<file path="src/rtl/rbcp_reg_bank_pkg.sv">
// RBCP slave register map shared by the user-side register banks.
// Offsets are relative to each slave's base-address window.
package rbcp_reg_bank_pkg;

  localparam logic [7:0] OFS_ID    = 8'h00;
  localparam logic [7:0] OFS_DIP   = 8'h01;
  localparam logic [7:0] OFS_EVT   = 8'h02;
  localparam logic [7:0] OFS_PULSE = 8'h03;
  localparam logic [7:0] OFS_USER0 = 8'h04;

  localparam int ACK_LAT = 1;

endpackage

</file>
<file path="src/rtl/rbcp_reg_bank_if.sv">
// RBCP bus seen by one slave: strobes, address and data from SiTCP,
// read data and acknowledge back from the slave.
interface rbcp_reg_bank_if;

  logic        RBCP_WE;
  logic        RBCP_RE;
  logic [31:0] RBCP_ADDR;
  logic [7:0]  RBCP_WD;
  logic [7:0]  RBCP_RD;
  logic        RBCP_ACK;

  modport master (
    output RBCP_WE, RBCP_RE, RBCP_ADDR, RBCP_WD,
    input  RBCP_RD, RBCP_ACK
  );

  modport slave (
    input  RBCP_WE, RBCP_RE, RBCP_ADDR, RBCP_WD,
    output RBCP_RD, RBCP_ACK
  );

endinterface

</file>
<file path="src/rtl/rbcp_reg_bank_sync_2ff.sv">
// Two-flop synchroniser for slow asynchronous inputs such as DIP switches.
// Reset clears both stages.
module rbcp_reg_bank_sync_2ff #(
  parameter int W = 1
) (
  input  logic         CLK,
  input  logic         RSTn,
  input  logic [W-1:0] d,
  output logic [W-1:0] q
);

  logic [W-1:0] meta_q;

  always_ff @(posedge CLK or negedge RSTn) begin
    if (!RSTn) begin
      meta_q <= '0;
      q      <= '0;
    end else begin
      meta_q <= d;
      q      <= meta_q;
    end
  end

endmodule

</file>
<file path="src/rtl/rbcp_reg_bank.sv">
// Parametrised RBCP slave register bank: ID/DIP read-only map, sticky
// W1C events, write-strobe pulse register and RW user registers.
module rbcp_reg_bank
  import rbcp_reg_bank_pkg::*;
#(
  parameter logic [31:0] BASE_ADDR = 32'h0000_0000,
  parameter int          NUM_REGS  = 16,
  parameter logic [7:0]  ID_CODE   = 8'h5A,
  parameter int          DIP_W     = 3,
  parameter int          NUM_EVT   = 8
) (
  input  logic                  CLK,
  input  logic                  RSTn,
  rbcp_reg_bank_if.slave        bus,
  input  logic [DIP_W-1:0]      DIP,
  input  logic [NUM_EVT-1:0]    EVENT_IN,
  output logic [7:0]            PULSE_OUT,
  output logic [NUM_REGS*8-1:0] REG_OUT
);

  localparam int AW = $clog2(NUM_REGS);

  logic [DIP_W-1:0]   dip_s;
  logic               hit;
  logic               wr;
  logic               rd;
  logic [AW-1:0]      ofs;
  logic [7:0]         ofs8;
  logic               is_id;
  logic               is_dip;
  logic               is_evt;
  logic               is_pls;
  logic               is_usr;
  logic [NUM_EVT-1:0] evt_q;
  logic [NUM_EVT-1:0] evt_clr;
  logic [7:0]         regs_q [NUM_REGS];
  logic [7:0]         rd_mux;

  rbcp_reg_bank_sync_2ff #(.W(DIP_W)) u_dip_sync (
    .CLK  (CLK),
    .RSTn (RSTn),
    .d    (DIP),
    .q    (dip_s)
  );

  assign hit = (bus.RBCP_WE | bus.RBCP_RE)
             & (bus.RBCP_ADDR[31:AW] == BASE_ADDR[31:AW]);
  assign ofs  = bus.RBCP_ADDR[AW-1:0];
  assign ofs8 = 8'(ofs);

  // A simultaneous WE+RE is a write, so the read path stays quiet.
  assign wr = hit & bus.RBCP_WE;
  assign rd = hit & bus.RBCP_RE & ~bus.RBCP_WE;

  assign is_id  = (ofs8 == OFS_ID);
  assign is_dip = (ofs8 == OFS_DIP);
  assign is_evt = (ofs8 == OFS_EVT);
  assign is_pls = (ofs8 == OFS_PULSE);
  assign is_usr = (ofs8 >= OFS_USER0);

  assign evt_clr = (wr && is_evt) ? bus.RBCP_WD[NUM_EVT-1:0] : '0;

  // New events are OR-ed in after the clear so a same-cycle set survives.
  always_ff @(posedge CLK or negedge RSTn) begin
    if (!RSTn) begin
      evt_q <= '0;
    end else begin
      evt_q <= (evt_q & ~evt_clr) | EVENT_IN;
    end
  end

  always_ff @(posedge CLK or negedge RSTn) begin
    if (!RSTn) begin
      for (int i = 0; i < NUM_REGS; i++) begin
        regs_q[i] <= '0;
      end
    end else if (wr && is_usr) begin
      regs_q[ofs] <= bus.RBCP_WD;
    end
  end

  always_comb begin
    rd_mux = '0;
    unique case (1'b1)
      is_id:   rd_mux = ID_CODE;
      is_dip:  rd_mux = 8'(dip_s);
      is_evt:  rd_mux = 8'(evt_q);
      is_pls:  rd_mux = '0;
      default: rd_mux = regs_q[ofs];
    endcase
  end

  always_ff @(posedge CLK or negedge RSTn) begin
    if (!RSTn) begin
      bus.RBCP_ACK <= 1'b0;
      bus.RBCP_RD  <= '0;
      PULSE_OUT    <= '0;
    end else begin
      bus.RBCP_ACK <= hit;
      bus.RBCP_RD  <= rd ? rd_mux : '0;
      PULSE_OUT    <= (wr && is_pls) ? bus.RBCP_WD : '0;
    end
  end

  for (genvar k = 0; k < NUM_REGS; k++) begin : g_reg_out
    if (k >= int'(OFS_USER0)) begin : g_rw
      assign REG_OUT[k*8 +: 8] = regs_q[k];
    end else begin : g_ro
      assign REG_OUT[k*8 +: 8] = '0;
    end
  end

endmodule

</file>
<file path="src/flat_wrapper.sv">
// flat-port wrapper written by rule: the top's interface ports become plain ports
module rbcp_reg_bank_flat import rbcp_reg_bank_pkg::*;
#(
  parameter logic [31:0] BASE_ADDR = 32'h0000_0000,
  parameter int          NUM_REGS  = 16,
  parameter logic [7:0]  ID_CODE   = 8'h5A,
  parameter int          DIP_W     = 3,
  parameter int          NUM_EVT   = 8
)
  (CLK, RSTn, DIP, EVENT_IN, PULSE_OUT, REG_OUT, bus_RBCP_WE, bus_RBCP_RE, bus_RBCP_ADDR, bus_RBCP_WD, bus_RBCP_RD, bus_RBCP_ACK);
  rbcp_reg_bank_if bus_i ();
  input  logic CLK;
  input  logic RSTn;
  input  logic [DIP_W-1:0] DIP;
  input  logic [NUM_EVT-1:0] EVENT_IN;
  output logic [7:0] PULSE_OUT;
  output logic [NUM_REGS*8-1:0] REG_OUT;
  input wire logic [$bits(bus_i.RBCP_WE)-1:0] bus_RBCP_WE;
  input wire logic [$bits(bus_i.RBCP_RE)-1:0] bus_RBCP_RE;
  input wire logic [$bits(bus_i.RBCP_ADDR)-1:0] bus_RBCP_ADDR;
  input wire logic [$bits(bus_i.RBCP_WD)-1:0] bus_RBCP_WD;
  output wire logic [$bits(bus_i.RBCP_RD)-1:0] bus_RBCP_RD;
  output wire logic [$bits(bus_i.RBCP_ACK)-1:0] bus_RBCP_ACK;
  assign bus_i.RBCP_WE = bus_RBCP_WE;
  assign bus_i.RBCP_RE = bus_RBCP_RE;
  assign bus_i.RBCP_ADDR = bus_RBCP_ADDR;
  assign bus_i.RBCP_WD = bus_RBCP_WD;
  assign bus_RBCP_RD = bus_i.RBCP_RD;
  assign bus_RBCP_ACK = bus_i.RBCP_ACK;
  rbcp_reg_bank #(.BASE_ADDR(BASE_ADDR), .NUM_REGS(NUM_REGS), .ID_CODE(ID_CODE), .DIP_W(DIP_W), .NUM_EVT(NUM_EVT)) u_core (.CLK(CLK), .RSTn(RSTn), .bus(bus_i), .DIP(DIP), .EVENT_IN(EVENT_IN), .PULSE_OUT(PULSE_OUT), .REG_OUT(REG_OUT));
endmodule
</file>
<file path="config.mk">
export PLATFORM = sky130hd
export DESIGN_NAME = rbcp_reg_bank_flat
export DESIGN_NICKNAME = d
export VERILOG_FILES = /design/src/rtl/rbcp_reg_bank_pkg.sv /design/src/rtl/rbcp_reg_bank_if.sv /design/src/rtl/rbcp_reg_bank_sync_2ff.sv /design/src/rtl/rbcp_reg_bank.sv /design/src/flat_wrapper.sv
export SDC_FILE = /design/constraint.sdc
export NUM_CORES = 1
export LEC_CHECK = 0
export CORE_UTILIZATION = 30
export DETAILED_ROUTE_END_ITERATION = 6
export HOLD_SLACK_MARGIN = 0.05
export PLACE_DENSITY = 0.65
export SLEW_MARGIN = 10
export SYNTH_ARGS = -nofsm -noshare
export SYNTH_HDL_FRONTEND = slang
export SYNTH_HIERARCHICAL = 1
export SYNTH_SLANG_ARGS = --single-unit
</file>
<file path="constraint.sdc">
create_clock -name CLK -period 1.95 [get_ports CLK]
set_clock_uncertainty 0.2 [all_clocks]
set_input_delay 0.39 -clock CLK [delete_from_list [all_inputs] [get_ports CLK]]
set_output_delay 0.39 -clock CLK [all_outputs]
set_load 0.01 [all_outputs]
</file>
==> metrics.log <==
INFO  metric wirelength = 21500 µm
INFO  metric area_growth_syn_to_layout = 42.8%
INFO  metric design_power_total = 6.19 mW
INFO  metric dieHeight = 153 µm
INFO  metric cts_root_buf = clkbuf_16
INFO  metric multiInputGateArea = 3250 µm²
INFO  metric ioPinCount = 200
INFO  metric largest_net_degree_at_the_start_of_global_routing = 52
INFO  metric drt-vias-per-instance = 4.88
INFO  metric seq_area = 3180 µm²
INFO  metric synth_sequential_area_ratio = 46.8%
INFO  metric min_delay_path_depth = 0
INFO  metric global_route_wire_length_before_repair = 32900 µm
INFO  metric num_rows = 54
INFO  metric max_cap_viol_count = 0
INFO  metric final_core_util = 44.0%
INFO  metric cts.htree.levels = 4
INFO  metric grt_antenna_before_repair = 2
INFO  metric global_route.overflow_total = 0
INFO  metric filler_cell_count = 1992
INFO  metric fmax = 0.482 GHz
INFO  metric layout_min_cycle_time = 2.08 ns
INFO  metric cts_tree = done
INFO  metric count_of_clock_tree_sinks = 127
INFO  metric vdd.ir_drop.worst = 0.000404 V
INFO  metric reg2regPathDepth = 4
INFO  metric first_global_vias = 5189
INFO  metric synth_ff_type = dfrtp_1
INFO  metric critical_path.reg2reg.endpoint = u_core/bus.RBCP_RD[7]
INFO  metric synthCells = 533
INFO  metric hold_path_startpoint = u_core/u_dip_sync/meta_q[1]
INFO  metric ys_seq_elements = 127
INFO  metric design.core.area = 22000 µm²
INFO  metric start_kind = input port
INFO  metric total_number_of_vias = 4747
INFO  metric drt_drc_violations_left = 27
INFO  metric die-width = 153 µm
INFO  metric start_of_the_worst_register_to_register_path = u_core/REG_OUT[103]
INFO  metric outcome = finished, violations left
INFO  metric non_filler_instances = 972
INFO  metric yosys_warnings = 6
INFO  metric p_leak = 4.94 nW
INFO  metric nets = 732
INFO  metric worst_skew_pair.late_latency = 0.42 ns
INFO  metric crit_path_max_fanout = 8
INFO  metric ys_types = 39
INFO  metric setup_repair_after_global_routing_missed_its_margin = true
INFO  metric drt_pre_antenna_iters = 7
INFO  metric cts_buffer_depth = 2
INFO  metric detail_route.iter0.violations = 294
INFO  metric report.final.slew_viol_count = 0
INFO  metric grtUsageTotal = 19.1%
INFO  metric power.density = 639 nW/µm²
INFO  metric synth_enable_flop_cells = 0
INFO  metric setup_viol = 92
INFO  metric worstHoldEndpoint = u_core/u_dip_sync/q[1]
INFO  metric synth-async-reset-ratio = 100%
INFO  metric place.port_buffers = 167
INFO  metric critical_path_class = in2reg
INFO  metric routabilityCongestion = 0.830
INFO  metric violations = design-rule violations, negative setup slack
INFO  metric cts-buffers-inserted = 17
INFO  metric hold_violations = 0
INFO  metric worstSetupEndpointType = flop
INFO  metric postSynthAreaPerCell = 12.7 µm²
INFO  metric initial_standard_cell_utilization_of_the_core = 30.9%
INFO  metric layout_worst_path_cycle_share = 106%
INFO  metric min_delay_path_class = reg2reg
INFO  metric synth_area = 6800 µm²
INFO  metric final.setup.worst_slack = -0.126 ns
INFO  metric dp_hpwl = 15700 µm
INFO  metric r2r_setup_slack = 0.24 ns
INFO  metric ant_nets = 0
INFO  metric clock_pin_slew_worst_setup_and_hold_paths = 0.06 ns
INFO  metric placed_cells_incl_taps = 922
INFO  metric critPathArrivalTime = 2.18 ns
INFO  metric worstPathRequired = 2.05 ns
INFO  metric timing.setup.tns = -5.13 ns
INFO  metric average_routed_wire_per_standard_cell = 22.1 µm
INFO  metric fraction_of_layout_cells_with_a_size_suffix_above_1 = 42.2%
INFO  metric die_area = 23300 µm²
[worst max-delay path by stage]
stage                                      to               from  depth (start not counted)
after floorplan            u_core/REG_OUT[32]  bus_RBCP_ADDR[27]                          5
after global placement     u_core/REG_OUT[90]  bus_RBCP_ADDR[11]                          7
after detailed placement   u_core/REG_OUT[66]  bus_RBCP_ADDR[11]                          7
after CTS                  u_core/REG_OUT[38]  bus_RBCP_ADDR[17]                          9
after global routing      u_core/REG_OUT[122]  bus_RBCP_ADDR[12]                          8
final                     u_core/REG_OUT[122]  bus_RBCP_ADDR[10]                          8
[state kept, by name, indices dropped and copies added, names as in the netlist]
name,count
u_core/u_dip_sync/q,3
u_core/PULSE_OUT,8
u_core/bus.RBCP_RD,8
u_core/REG_OUT,96
u_core/bus.RBCP_ACK,1
u_core/u_dip_sync/meta_q,3
u_core/evt_q,8
[repair_timing]
item,CTS,global route
pin swaps,18,14
gates resized for setup,276,43
hold buffers,1,0
endpoints found under the hold margin,127,0
setup endpoints to repair,207,114
cloned,1,0
buffers inserted,12,3
[final cells by class]
class	count	area share, %
Multi-Input combinational cell	279	33.5
Sequential cell	127	32.8
Timing Repair Buffer	250	24.1
Clock buffer	19	4.57
Tap cell	280	3.61
Clock inverter	13	1.25
Inverter	2	0.0774
Antenna cell	2	0.0516
[per-layer routing]
layer	GRT usage [%]	share of wire, %
met5	0	0
met4	6.06	1.4
met3	6.54	8.3
met2	31.4	50
met1	23.4	41
[power by group]
part / total, mW / internal (mW) / switching [mW]
Combinational: 0.494 / 0.198 / 0.296
Clock: 3.05 / 1.89 / 1.16
Sequential: 2.65 / 2.64 / 0.00317
[synthesized netlist by cell type (3+ instances only)]
library cell  instances  area (µm²)
mux2i_1              14         140
nand3_1               3        15.0
nand2b_1              7        43.8
nor4_4                8         170
a21oi_1               4        20.0
nand2_1               6        22.5
clkbuf_1             18        67.6
mux4_2               17         383
and2_1                8        50.1
a211oi_1              4        30.0
buf_1                 4        15.0
dfrtp_1             127        3180
a221oi_1              6        52.6
nor4b_1               8        70.1
buf_2                 4        20.0
nor4_1                7        43.8
nor4_2                4        50.1
nor2_1               17        63.8
buf_4               130         976
nor3_1                3        15.0
a31oi_1               8        50.1
mux2_2              100        1130
[logic make-up after synthesis]
kind of cell,count (synthesis),share of synthesized area [%]
other,1,0.0552
DFF,127,46.8
buffers and inverters,158,16.0
muxes,131,24.3
and+or+nand+nor,82,9.24
AOI/OAI and AO/OA,34,3.68
[worst max-delay path: stages]
cell,delay (ns)
buf_2,0.11
nor4_4,0.29
o2111ai_4,0.19
buf_12,0.18
buf_12,0.13
nor4_4,0.33
buf_6,0.23
mux2_4,0.31
[cells in the final DEF (no fill, tap or decap), types with 9 or more instances in the layout]
master / netlist / final
clkinv_2: 0 / 9
clkdlybuf4s50_1: 0 / 33
buf_4: 130 / 56
mux2i_1: 14 / 14
mux4_2: 17 / 17
dfrtp_1: 127 / 127
nor4_4: 8 / 19
buf_12: 0 / 14
conb_1: 1 / 32
mux2_4: 0 / 96
dlygate4sd2_1: 0 / 96
buf_2: 4 / 15
nor2_1: 17 / 17
buf_6: 0 / 22
clkbuf_16: 0 / 17
[metrics by stage]
stage	area, µm²	worst slack [ns]	hold WS (ns)
finish	9700	-0.126	0.150
global route	9700	-0.208	0.160
global placement	8720	-0.821	0.0511
detailed placement	8720	-0.867	0.0479
CTS	9550	-0.171	0.148
floorplan	7210	-0.361	-0.106
No activity file was read; power rests on OpenSTA's default activity.
